<file path="config.mk">
export PLATFORM = sky130hd
export DESIGN_NAME = seq_divider32_flat
export DESIGN_NICKNAME = d
export VERILOG_FILES = /design/src/rtl/seq_divider32_if.sv /design/src/rtl/seq_divider32.sv /design/src/flat_wrapper.sv
export SDC_FILE = /design/constraint.sdc
export NUM_CORES = 1
export LEC_CHECK = 0
export ABC_CLOCK_PERIOD_IN_PS = 3100
export CAP_MARGIN = 10
export CORE_AREA = 2 2 141 157
export DETAILED_ROUTE_END_ITERATION = 8
export DIE_AREA = 0 0 143 159
export MAX_ROUTING_LAYER = met4
export PLACE_DENSITY = 0.78
export SLEW_MARGIN = 20
export SYNTH_ARGS = -nofsm -noshare
export SYNTH_HDL_FRONTEND = slang
export SYNTH_SLANG_ARGS = --single-unit
export TNS_END_PERCENT = 10
</file>
<file path="constraint.sdc">
create_clock -name clk -period 3.1 [get_ports clk]
set_input_delay 0.465 -clock clk [delete_from_list [all_inputs] [get_ports clk]]
set_output_delay 0.465 -clock clk [all_outputs]
set_load 0.01 [all_outputs]
</file>
<file path="src/rtl/seq_divider32_if.sv">
// rtl/seq_divider32_if.sv - issue/result bundle between the ALU issuing logic and the sequential divider
interface seq_divider32_if #(
    parameter int WIDTH = 32
);
    logic             start;
    logic [WIDTH-1:0] A;
    logic [WIDTH-1:0] B;
    logic             SGN;
    logic             busy;
    logic             done;
    logic [WIDTH-1:0] Q;
    logic [WIDTH-1:0] R;
    logic             DZ;
    logic             V;

    modport master (
        output start, A, B, SGN,
        input  busy, done, Q, R, DZ, V
    );

    modport slave (
        input  start, A, B, SGN,
        output busy, done, Q, R, DZ, V
    );
endinterface

</file>
<file path="src/rtl/seq_divider32.sv">
// rtl/seq_divider32.sv - multi-cycle signed/unsigned restoring divider, one quotient bit per clock
module seq_divider32 #(
    parameter int WIDTH = 32
) (
    input  logic           clk,
    input  logic           rst,
    seq_divider32_if.slave bus
);
    localparam int CW = $clog2(WIDTH);
    localparam logic [WIDTH-1:0] MOST_NEG = {1'b1, {(WIDTH-1){1'b0}}};

    typedef enum logic [1:0] {IDLE, CALC, FIX, DONE} state_t;

    state_t           state, state_next;
    logic [WIDTH-1:0] dvd, dvs, rem;
    logic [WIDTH-1:0] q_r, r_r;
    logic             dz_r, v_r;
    logic             s_a, s_b, ovf;
    logic [CW-1:0]    cnt;

    logic [WIDTH-1:0] a_abs, b_abs, rem_shift;
    logic [WIDTH:0]   trial;
    logic             a_neg, b_neg;

    assign a_neg     = bus.SGN & bus.A[WIDTH-1];
    assign b_neg     = bus.SGN & bus.B[WIDTH-1];
    assign a_abs     = a_neg ? -bus.A : bus.A;
    assign b_abs     = b_neg ? -bus.B : bus.B;
    assign rem_shift = {rem[WIDTH-2:0], dvd[WIDTH-1]};
    // Partial remainder keeps its shifted-out MSB so divisors above 2^(W-1) still work.
    assign trial     = {rem, dvd[WIDTH-1]} - {1'b0, dvs};

    always_ff @(posedge clk) begin
        if (rst) begin
            state <= IDLE;
        end else begin
            state <= state_next;
        end
    end

    always_comb begin
        state_next = state;
        case (state)
            IDLE: begin
                if (bus.start) begin
                    state_next = (bus.B == '0) ? DONE : CALC;
                end
            end
            CALC: begin
                if (cnt == CW'(WIDTH - 1)) begin
                    state_next = FIX;
                end
            end
            FIX:     state_next = DONE;
            DONE:    state_next = IDLE;
            default: state_next = IDLE;
        endcase
    end

    always_ff @(posedge clk) begin
        if (rst) begin
            dvd  <= '0;
            dvs  <= '0;
            rem  <= '0;
            q_r  <= '0;
            r_r  <= '0;
            dz_r <= 1'b0;
            v_r  <= 1'b0;
            s_a  <= 1'b0;
            s_b  <= 1'b0;
            ovf  <= 1'b0;
            cnt  <= '0;
        end else begin
            case (state)
                IDLE: begin
                    if (bus.start) begin
                        dvd  <= a_abs;
                        dvs  <= b_abs;
                        s_a  <= a_neg;
                        s_b  <= b_neg;
                        ovf  <= bus.SGN && (bus.A == MOST_NEG) && (bus.B == '1);
                        rem  <= '0;
                        cnt  <= '0;
                        dz_r <= 1'b0;
                        v_r  <= 1'b0;
                        if (bus.B == '0) begin
                            q_r  <= '1;
                            r_r  <= bus.A;
                            dz_r <= 1'b1;
                        end
                    end
                end
                CALC: begin
                    rem <= trial[WIDTH] ? rem_shift : trial[WIDTH-1:0];
                    dvd <= {dvd[WIDTH-2:0], ~trial[WIDTH]};
                    cnt <= cnt + CW'(1);
                end
                FIX: begin
                    q_r <= (s_a ^ s_b) ? -dvd : dvd;
                    r_r <= s_a ? -rem : rem;
                    v_r <= ovf;
                end
                default: begin
                end
            endcase
        end
    end

    assign bus.busy = (state == CALC) || (state == FIX);
    assign bus.done = (state == DONE);
    assign bus.Q    = q_r;
    assign bus.R    = r_r;
    assign bus.DZ   = dz_r;
    assign bus.V    = v_r;
endmodule

</file>
<file path="src/flat_wrapper.sv">
// flat-port wrapper written by rule: the top's interface ports become plain ports
module seq_divider32_flat 
#(
    parameter int WIDTH = 32
)
  (clk, rst, bus_start, bus_A, bus_B, bus_SGN, bus_busy, bus_done, bus_Q, bus_R, bus_DZ, bus_V);
  seq_divider32_if #(.WIDTH(WIDTH)) bus_i ();
  input  logic clk;
  input  logic rst;
  input wire logic [$bits(bus_i.start)-1:0] bus_start;
  input wire logic [$bits(bus_i.A)-1:0] bus_A;
  input wire logic [$bits(bus_i.B)-1:0] bus_B;
  input wire logic [$bits(bus_i.SGN)-1:0] bus_SGN;
  output wire logic [$bits(bus_i.busy)-1:0] bus_busy;
  output wire logic [$bits(bus_i.done)-1:0] bus_done;
  output wire logic [$bits(bus_i.Q)-1:0] bus_Q;
  output wire logic [$bits(bus_i.R)-1:0] bus_R;
  output wire logic [$bits(bus_i.DZ)-1:0] bus_DZ;
  output wire logic [$bits(bus_i.V)-1:0] bus_V;
  assign bus_i.start = bus_start;
  assign bus_i.A = bus_A;
  assign bus_i.B = bus_B;
  assign bus_i.SGN = bus_SGN;
  assign bus_busy = bus_i.busy;
  assign bus_done = bus_i.done;
  assign bus_Q = bus_i.Q;
  assign bus_R = bus_i.R;
  assign bus_DZ = bus_i.DZ;
  assign bus_V = bus_i.V;
  seq_divider32 #(.WIDTH(WIDTH)) u_core (.clk(clk), .rst(rst), .bus(bus_i));
endmodule
</file>
* Word level (Yosys, flattened, before mapping)
Cells that the tools add are included.
** Word-level totals
- Flip-flop bits (word level) :: 172
- Latch bits :: 0
- Bits in writable memories :: 0
- ROM bits :: 0
- Input port bits :: 68
- Output and inout bits :: 68
- Logic and storage cells :: 67
- Memories :: 0
** Operators by class
- Add/sub/neg operators :: 6
- Multipliers :: 0
- Divide/modulo/power cells :: 0
- Order comparisons :: 0
- Equal/unequal tests :: 9
- Shift-type cells :: 0
- Multiplexer cells :: 24
- Bitwise logic cells :: 4
- Reduce and logical (&&, ||, !) cells :: 12
** Operators by type and width (count)
- $mux 32 :: 11
- $pmux 32 s2 :: 4
- $neg 32->32 :: 4
- $eq 32x32->1 const B :: 2
- $sub 33x32->33 :: 1
- $logic_not 32->1 :: 1
- $pmux 5 s2 :: 1
- $pmux 2 s4 :: 1
- $reduce_and 2->1 :: 4
- $mux 2 :: 3
- $add 5x1->5 const B :: 1
- $eq 5x5->1 const B :: 1
- $mux 5 :: 1
- $eq 2x2->1 const B :: 2
- $ne 2x1->1 const B :: 2
- $reduce_bool 2->1 :: 2
- $reduce_and 3->1 :: 1
- $and 1x1->1 :: 2
- $eq 2x1->1 const B :: 1
- $logic_and 1x1->1 :: 2
- $logic_not 2->1 :: 1
- $mux 1 :: 2
- $ne 2x2->1 const B :: 1
- $pmux 1 s2 :: 1
- other kinds (3) :: 3

* Longest topological paths before layout
- Depth after elaboration :: 4
- Mapped depth :: 13
- Mapped depth without buffers :: 12

* Worst setup path before layout
OpenSTA, ideal clock, no wires.
- Kind :: flip-flop to flip-flop
- Start :: register u_core.dvd[31]
- End :: register u_core.rem[1]
- Setup time :: 117 ps
- Arrival time :: 2754 ps
- Required time :: 2983 ps
- Setup slack :: 228 ps
- Cell stages (with the launch flop) :: 13
- Buffers on the path :: 1
- Cell sequence :: dfxtp_1 > inv_1 > ha_1 > fa_1 > nand2b_1 > a21oi_1 > o21a_1 > o21ai_1 > o221a_2 > xnor2_2 > buf_2 > nand2_1 > a32o_1
** On the way
- Longest elaborated chain between the ends :: 3
** Ends and longest elaborated chain
- start: declaration :: RTL line seq_divider32.sv:15 : logic [WIDTH-1:0] dvd, dvs, rem;
- start signal: assignment :: RTL line seq_divider32.sv:77 : dvd <= a_abs;
- start signal: assignment :: RTL line seq_divider32.sv:95 : dvd <= {dvd[WIDTH-2:0], ~trial[WIDTH]};
- $sub 33x32->33 :: RTL line seq_divider32.sv:31 : assign trial = {rem, dvd[WIDTH-1]} - {1'b0, dvs};
- $mux 32 :: RTL line seq_divider32.sv:94 : rem <= trial[WIDTH] ? rem_shift : trial[WIDTH-1:0];
- $pmux 32 s2 :: RTL line seq_divider32.sv:74 : case (state)
- end signal: assignment :: RTL line seq_divider32.sv:94
- end: declaration :: RTL line seq_divider32.sv:15
Every way passes these cells.
A chain may end at the register's enable or synchronous reset.

* Worst setup path in the final report
- Start :: register u_core.dvd[31]
- End :: register u_core.rem[31]
The elaborated chain is that of the path after synthesis.

==> key figures <==
Run status
  – Outcome: completed

Global route
  – First-pass GRT wire length: 52.9 mm
  – Vias in the first global route: around 11000
  – GRT Overall Usage: 29.1%
  – Largest net degree at the start of global routing: 64
  – Antenna violations before repair: 0
  – Total grt overflow: 0

Clock tree
  – Sink Count: 172
  – Clk slew on worst S/H paths: about 0.070 ns
  – Root Buffer Master: clkbuf_16
  – Clock Latency Late Sink: 0.44 ns
  – CTS Buf Count: 17
  – CTS tree: yes
  – Htree depth: 4
  – Clock tree buffer depth: 2

Critical path
  – Worst Setup Start Kind: register
  – CP arrival: roughly 3.3 ns
  – Crit path required time: 3.43 ns
  – Setup CP Type: register to register
  – Worst Path Max Fanout: 7
  – Crit end category: register

Placed design
  – DP HPWL: 25.2 mm
  – Worst slack, placed: -0.306 ns
  – Routability cong.: around 0.93
  – Number of port buffers: 135

Die
  – Effective utilization at floorplan: between 50% and 60%
  – I/O pins: 136
  – Core ar.: approximately 0.021 sq mm
  – Die Ht: between 150 and 200 microns
  – Row cnt: 56
  – Die area: 0.0227 sq mm
  – Die Width: approximately 140 microns

Synthesis
  – Mapped Nets: 1619
  – Post-synth top cells: 183 x nand2_1, 180 x nor2_1, 172 x dfxtp_1
  – Sequential fraction of the synthesis area: 30.0%
  – Yosys top cell by area: dfxtp_1
  – Mapped Area: 0.0115 sq mm
  – Synth Area in Adders: approximately 4.9%
  – Cells after Synth: 1507
  – XOR/XNOR share of the synthesized area: 10.8%
  – Synth Area in Compound Gates: 25.5%
  – Yosys top cell area share: 30.0%
  – Number of enable flip-flop cells after synthesis: 0
  – Post-Synth Simple-Gate Area: 21.0%
  – Syn avg cell area: 7.61 sq um
  – Synth Warn #: 0
  – Largest family of logic cells by synthesized area: compound AO/OA/AOI/OAI gates
  – Synth async-reset ratio: 0%
  – Post-synth cell types: ~80
  – Mux contribution to synthesized area: 1.66%
  – Yosys reg bits: 172
  – Area contributors post-synth: dfxtp_1 30%, nand2_1 6.0%, nor2_1 5.9%
  – Main synth FF type: dfxtp_1
  – Count leader, synth: nand2_1

Detailed routing
  – Total Routed Length: 33.0 mm
  – Via/cell ratio: 5.84
  – Post-DRT Antenna Nets: 0
  – Pre-Repair DR Iteration Count: 5
  – Wire per inst: 16.5 microns
  – DRC violations left: 0
  – Routed vias: between 10000 and 15000
  – Iteration-0 DRC Markers: 861

Flow run
  – Max_cap viols: 0

Timing
  – Worst slew pin tran: 0.561 ns
  – Minimum clock period: 3.00 ns
  – Final setup violation count: 0
  – Clk_skew: 0.0106 ns
  – Relative slew slack: 62.6%
  – Final Hold Viols: 0
  – FMAX: 0.334 GHz
  – Period utilisation layout: 96.7%
  – Setup TNS Final: 0 ns
  – Final Slew Violations: 0
  – Final WS setup: 0.102 ns
  – RSZ-0062 raised after global routing: no

Min path
  – HP Class: register to register

Power and ir drop
  – Maximum VDD drop: ~0.43 mV
  – Leakage power: 0.00557 uW
  – PwrDens: 694 mW/mm^2
  – PnR Total Power: 10100 uW

Finish
  – Final #Nets: 1806
  – Ant diodes: 0
  – Share of post-route cells with drive strength above 1: 11.5%
  – Fill cells: approximately 1800
  – Synth-to-layout area growth: 26.3%
-- sequential cells by signal (all words and copies together), names as in the netlist --
signal / cells
u_core.s_b: 1
u_core.dvd: 32
u_core.bus.V: 1
u_core.ovf: 1
u_core.s_a: 1
u_core.bus.Q: 32
u_core.bus.R: 32
u_core.rem: 32
u_core.dvs: 32
u_core.state: 2
u_core.bus.DZ: 1
u_core.cnt: 5
-- critical path, cell delays in order (launching register included) --
cell	delay [ns]
dfxtp_1	0.36
inv_1	0.07
ha_1	0.24
fa_1	0.39
nand2b_1	0.20
a21oi_2	0.21
o21a_1	0.21
o21ai_2	0.11
o221a_4	0.27
xnor2_4	0.15
buf_4	0.18
o2111ai_1	0.10
o221ai_1	0.16
a22o_1	0.23
-- cell families after synthesis --
family / Yosys count
AO/OA/AOI/OAI: 456
AND/OR/NAND/NOR: 521
adder cells (fa/ha/maj): 44
flip-flops: 172
buffers and inverters: 155
multiplexers: 19
XOR/XNOR: 140
-- final cells by class --
class / count / area (sq um) / share of cell area, %
Tap cell: 290 / 363 / 2.51
Timing Repair Buffer: 265 / 2440 / 16.9
Clock inverter: 11 / 134 / 0.924
Clock buffer: 20 / 467 / 3.22
Inverter: 58 / 218 / 1.50
Multi-Input combinational cell: 1180 / 7420 / 51.2
Sequential cell: 172 / 3440 / 23.8
-- power breakdown --
part | switching (uW) | total [uW] | internal, uW
Combinational | 2780 | 4810 | 2040
Clock | 938 | 2200 | 1260
Sequential | 402 | 3040 | 2640
-- placed cells by master, fill, tap and decap left out, types with 5 or more instances in the layout --
cell type	n
buf_4	119
o211ai_1	6
a211oi_1	54
nor4_1	11
nand2_1	182
a32oi_1	11
nand2b_1	16
or3_1	19
ha_1	41
nor2b_1	8
a21oi_1	133
clkdlybuf4s50_1	133
o21ai_0	110
o21a_1	9
and2_1	7
a31oi_1	15
nor2_1	179
buf_12	5
nand4_1	16
xor2_1	70
nor3_1	26
a21o_1	10
xnor2_1	68
o31ai_1	15
and3_1	5
dfxtp_1	172
or4_1	11
a311oi_1	39
clkbuf_16	19
buf_6	5
o41ai_1	11
mux2i_1	19
nand3_1	13
inv_1	58
-- repair_timing --
item,CTS,global route
setup buffers,0,1
pin swaps,0,2
hold buffers,0,0
setup endpoints to repair,4,68
cloned,0,2
gates resized for setup,3,13
-- layer usage --
| layer | vias up | global-route usage, % | wire [microns] |
|---|---|---|---|
| met2 | 391 | 49.6 | 16500 |
| met4 | 0 | 11.1 | 1080 |
| met3 | 91 | 3.79 | 1740 |
| li1 | 5763 | - | - |
| met5 | - | - | 0 |
| met1 | 5411 | 34.8 | 13700 |
-- metrics by stage --
stage	hold WS, ns	instance area (sq um)	utilization (%)	cells
6_report	0.452	14500	68.7	1996
5_1_grt	0.469	14500	68.7	1996
4_1_cts	0.455	14400	68.1	1993
3_5_place_dp	0.446	13700	65.2	1962
3_3_place_gp	0.439	13700	65.2	1962
2_1_floorplan	0.432	11500	-	1507
-- worst paths after layout --
kind                   from        endpoint  slack (ns)  cells past startpoint
max reg2reg  u_core.dvd[31]  u_core.rem[31]        0.10                     13
min          u_core.dvs[29]  u_core.dvs[29]        0.45                      2
min reg2reg  u_core.dvs[29]  u_core.dvs[29]        0.45                      2
max          u_core.dvd[31]  u_core.rem[31]        0.10                     13
(Power assumes the default switching activity.)
==> RTL change 1: new RTL, same settings <==
Reset style: asynchronous (`rst`), changed in 2 clocked blocks.
--- a/src/rtl/seq_divider32.sv
+++ b/src/rtl/seq_divider32.sv
@@ -31,5 +31,5 @@
     assign trial     = {rem, dvd[WIDTH-1]} - {1'b0, dvs};
 
-    always_ff @(posedge clk) begin
+    always_ff @(posedge clk or posedge rst) begin
         if (rst) begin
             state <= IDLE;
@@ -58,5 +58,5 @@
     end
 
-    always_ff @(posedge clk) begin
+    always_ff @(posedge clk or posedge rst) begin
         if (rst) begin
             dvd  <= '0;
Formal check against the unedited RTL: differs if rst is asserted again (counterexample within 4 cycles, from zero or initial values and one cycle with rst high); with rst held inactive, the same outputs for 10 cycles.
==> RTL change 1 against the unedited design <==
  * The run now ends with negative setup slack left
  * Core utilization is 2.3 points higher
  * Synthesized area is 0.53% higher
  * Clock skew is 0.0050 ns higher
  * Sequential cell count stayed put
  * Via count is 5.7% lower
  * Final area is 3.4% higher
  * Hold slack worse by 0.061 ns
  * Highest routed layer unchanged
  * Setup slack worse by 0.47 ns
  * Wire length is 2.2% higher
Power is not compared: it rests on default switching activity, and its combinational part moved more than twofold at a synthesized area within 25%.
==> RTL change 1: results (changes against the unedited design) <==
Synth Instances 1,382 (-8.3%); Post-Route Skew 0.0156 ns (+0.00499 ns); peak supply drop 0.532 mV; WP data arrival 3.78 ns (+0.45 ns); H-tree depth 4 (unchanged); Seq/Total Area, Yosys 37.3% (+7.3 points); DP Area 0.0141 mm2 (+2.2%); Comb power 10.5 mW; vias in the first global route 10,700 (-1.1%); crit-path max FO 4 (-3); gp weighted congestion 0.966 (+4.2%); PnR worst setup slack -0.370 ns (-0.472 ns); status finished with violations; net count after synthesis 1,494 (-7.7%); clock latency on the worst-skew pair 0.44 ns (about the same); Synth area leaders dfrtp_1 (37%), o21ai_0 (7.4%), xnor2_1 (5.8%); Place WS -0.522 ns (-0.215 ns); Slowest cell on crit path dfrtp_1; mean routed wirelength per cell 17.6 um (+6.9%); Cell variety after synth 73 (-6.4%); failing checks negative setup slack; largest net degree at the start of global routing 57 (-11%); Post-synth ARST share 100% (+100 points); cell family with most CP delay compound AO/OA/AOI/OAI gates; Most used DFF post-synth dfrtp_1; crit path to u_core.rem[8]; Starting DRT DRC Count 832 (-3.4%); clk buf depth 2 (unchanged); crit path from u_core.dvs[0]; relative slew slack 25.9% (-37 points); P_clk around 2.2 mW; non-filler instance count after layout 1,909 (-4.4%); initial antenna violation count 0 (unchanged); Fin Setup TNS -7.93 ns (-7.93 ns); P_leak 6.41 nW; Root Driver clkbuf_16; Total GRT Usage 29.6% (+0.44 points); iteration count of the initial detailed-routing pass 5 (unchanged); Via density 5.76 (-1.4%); first-pass GRT wire length 52.6 mm (-0.42%); fin nets 1,718 (-4.9%); CP max stage delay 0.43 ns (+0.04 ns); hpwl dp 24.0 mm (-4.6%); final setup fails 43 (+43); P_sw 7.38 mW; # port buffers 135 (unchanged); R2R cell count 15 (+2); cts bufs inserted 17 (unchanged); ratio of cells with drive above 1 in the final layout 13.4% (+1.9 points); Post-synth top cells dfrtp_1 (172), nand2_1 (171), o21ai_0 (171); Hold Crit Class in2async; filler cell count 1,593 (-9.7%); clock-pin slew on the worst setup and hold paths 0.07 ns (about the same); YS warnings 0 (unchanged); Diodes inserted 0 (unchanged)
[RTL change 1: cell count changes after synthesis, moves of 20 or more]
cell and change:
dfrtp_1 +172, dfxtp_1 -172, nor2_1 -65, o21ai_0 +60, a211oi_1 -52, a311oi_1 -38
a21oi_1 -36, a31oi_1 +23, mux2i_1 +20
[RTL change 1: final cells by class]
class | instances | area, um2 | share of cell area (%)
clock buffers | 18 | 439 | 2.93
clock inverters | 14 | 150 | 1.00
inverters | 65 | 248 | 1.65
multi-input cells | 1069 | 6820 | 45.5
flip-flops and latches | 172 | 4300 | 28.7
well taps | 290 | 363 | 2.42
repair buffers | 281 | 2660 | 17.7
[RTL change 1: stage by stage]
stage	power (mW)	hold WS, ns
after floorplan	9.98	0.450
after global routing	17.6	0.425
after CTS	15.9	0.399
after global placement	12.9	0.462
after detailed placement	13.1	0.469
final	16.5	0.391
[RTL change 1: routing by layer]
metal  up-vias  wire [um]  track usage, %
li1       5316          -               -
met1      5185      13500            34.7
met2       394      17300            51.0
met3        92       1570            4.48
met4         0       1270            10.9
met5         -          0               -
[RTL change 1: kinds of logic after synthesis]
| kind of cell | Yosys count | share of synthesized area [%] |
|---|---|---|
| AOI/OAI and AO/OA | 425 | 21.9 |
| and+or+nand+nor | 415 | 16.6 |
| DFF | 172 | 37.3 |
| xor gates and xnor gates | 145 | 11.0 |
| buffers and inverters | 141 | 4.83 |
| adders and majority gates | 44 | 4.84 |
| muxes | 40 | 3.48 |
[RTL change 1: what timing repair did]
| item | in CTS | in global routing |
|---|---|---|
| pin swaps | 6 | 10 |
| gates cloned | 3 | 2 |
| setup buffers | 4 | 6 |
| gates resized for setup | 22 | 22 |
| endpoints found under the setup margin | 50 | 97 |
==> RTL change 2: new RTL, same settings <==
Made on the original files. `WIDTH` is set to 32 in 3 places; all go to 16.
--- a/src/rtl/seq_divider32_if.sv
+++ b/src/rtl/seq_divider32_if.sv
@@ -1,5 +1,5 @@
 // rtl/seq_divider32_if.sv - issue/result bundle between the ALU issuing logic and the sequential divider
 interface seq_divider32_if #(
-    parameter int WIDTH = 32
+    parameter int WIDTH = 16
 );
     logic             start;
--- a/src/rtl/seq_divider32.sv
+++ b/src/rtl/seq_divider32.sv
@@ -1,5 +1,5 @@
 // rtl/seq_divider32.sv - multi-cycle signed/unsigned restoring divider, one quotient bit per clock
 module seq_divider32 #(
-    parameter int WIDTH = 32
+    parameter int WIDTH = 16
 ) (
     input  logic           clk,
--- a/src/flat_wrapper.sv
+++ b/src/flat_wrapper.sv
@@ -2,5 +2,5 @@
 module seq_divider32_flat 
 #(
-    parameter int WIDTH = 32
+    parameter int WIDTH = 16
 )
   (clk, rst, bus_start, bus_A, bus_B, bus_SGN, bus_busy, bus_done, bus_Q, bus_R, bus_DZ, bus_V);
Ports: changed (resized bus_A, bus_B, bus_Q and bus_R); port bits go from 136 to 72. No check against the original RTL was run, so the function may have changed too.
==> RTL change 2 against the unedited design <==
  * Via count decreased by 51%
  * Largest cell class unchanged
  * First-iteration DRC count decreased by 50%
  * Clock skew decreased by 0.0020 ns
  * Combinational power decreased by 40%
  * Final area decreased by 50%
  * Highest routed layer unchanged
  * Global-route usage decreased by 14 points
  * Core utilization decreased by 35 points
  * Sequential share of layout area increased by 1.6 points
  * Largest power group unchanged
  * Setup slack improved by 0.27 ns
  * Wire length decreased by 51%
  * Synthesized area decreased by 48%
  * Sequential cell count decreased by 81
  * Power decreased by 44%
==> RTL change 2: results (changes against the unedited design) <==
peak supply drop 0.320 mV (-25%); DP Cell Count 1,101 (-44%); Via density 5.10 (-13%); sequential cell power 1.73 mW (-43%); ClkCell Share 3.82% (-0.33 points); R2R cell count 11 (-2); Post-synth top cells nand2_1 (112), dfxtp_1 (91), a21oi_1 (68), nor2_1 (68), nand3_1 (39); vias in the first global route 5,256 (-51%); sequential share of cell area 25.4% (+1.6 points); clock latency on the worst-skew pair 0.36 ns (-0.08 ns); ratio of cells with drive above 1 in the final layout 5.21% (-6.3 points); Adder-Cell Fraction of Synth Area 5.83% (+0.97 points); hpwl dp 12.5 mm (-50%); non-clock buffer total of the final layout 85 (-68%); Non-clock buffers, area share 11.5% (-5.4 points); flop-to-flop setup slack 0.37 ns (+0.27 ns); fraction of area in multi-input gates 52.7% (+1.5 points); Total Wirelength 16.3 mm (-51%); RR Endpoint u_core.dvd[0]; worst hold slack 0.460 ns (+0.00848 ns); Place WS 0.169 ns (+0.475 ns); Final Instance Area 0.00718 mm2 (-50%); post-synthesis xor/xnor area fraction 9.15% (-1.6 points); count of multi-input gates 604 (-49%); post-synthesis register bit count 91 (-47%); via count 5,689 (-51%); nonclk inv count 31 (-47%); status completed; Post-Route Skew 0.00857 ns (-0.00205 ns); DP Area 0.00691 mm2 (-50%); multiplexer share of the synthesized area 0.845% (-0.81 points); Cell variety after synth 60 (-23%); Least-Margin Pin Slew 1.01 ns (+0.450 ns); post-cts repair resize count 0 (-3); Comb power 2.87 mW (-40%); overall power 5.65 mW (-44%); Synth Instances 776 (-49%); Total GRT Usage 14.8% (-14 points); first-pass GRT wire length 26.4 mm (-50%); filler cell count 2,219 (+26%); Seq/Total Area, Yosys 30.8% (+0.75 points); cts bufs inserted 9 (-8); largest net degree at the start of global routing 58 (-9.4%); hold path start u_core.bus.R[5]; reg2reg start u_core.dvd[15]; P_leak 2.56 nW (-54%); net count after synthesis 839 (-48%); Hold Path Sink u_core.bus.R[5]; crit-path max FO 15 (+8); Synth Area in Compound Gates 24.7% (-0.85 points); fin nets 885 (-51%); # port buffers 71 (-47%)
## RTL change 2: cell types whose count changed after synthesis, sizes merged, moves of 26 or more
| cell | unedited run | this run |
|---|---|---|
| nand3 | 14 | 40 |
| inv | 58 | 30 |
| clkbuf | 71 | 38 |
| a21oi | 134 | 68 |
| a211oi | 55 | 16 |
| o21ai | 117 | 39 |
| dfxtp | 172 | 91 |
| xor2 | 71 | 36 |
| nand2 | 183 | 112 |
| xnor2 | 69 | 25 |
| nor2 | 180 | 68 |
## RTL change 2: logic make-up after synthesis
kind of cell	Yosys count
AND/OR/NAND/NOR	290
AO/OA/AOI/OAI	221
flip-flops	91
buffers and inverters	81
XOR/XNOR	61
adder cells (fa/ha/maj)	27
multiplexers	5
## RTL change 2: layer usage
| metal | routed length, um | vias to the layer above | GRT usage [%] |
|---|---|---|---|
| met2 | 8160 | 164 | 24.9 |
| met5 | 0 | - | - |
| met4 | 202 | 0 | 3.38 |
| met1 | 7130 | 2628 | 18.2 |
| li1 | - | 2878 | - |
| met3 | 798 | 19 | 3.04 |
## RTL change 2: worst max-delay path by stage
stage | cells past startpoint | from | slack (ns) | to
2_1_floorplan | 11 | u_core.dvd[15] | 0.79 | u_core.rem[14]
3_3_place_gp | 8 | bus_A[2] | 0.29 | u_core.dvd[13]
3_5_place_dp | 9 | bus_B[2] | 0.17 | u_core.bus.Q[4]
4_1_cts | 11 | u_core.dvd[15] | 0.40 | u_core.dvd[0]
5_1_grt | 11 | u_core.dvd[15] | 0.12 | u_core.dvd[0]
6_report | 11 | u_core.dvd[15] | 0.37 | u_core.dvd[0]
## RTL change 2: tightest hold or removal path, cell delays in order, from the launching register on
cell	delay, ns
dfxtp_1	0.32
nand2_1	0.05
a21oi_1	0.05
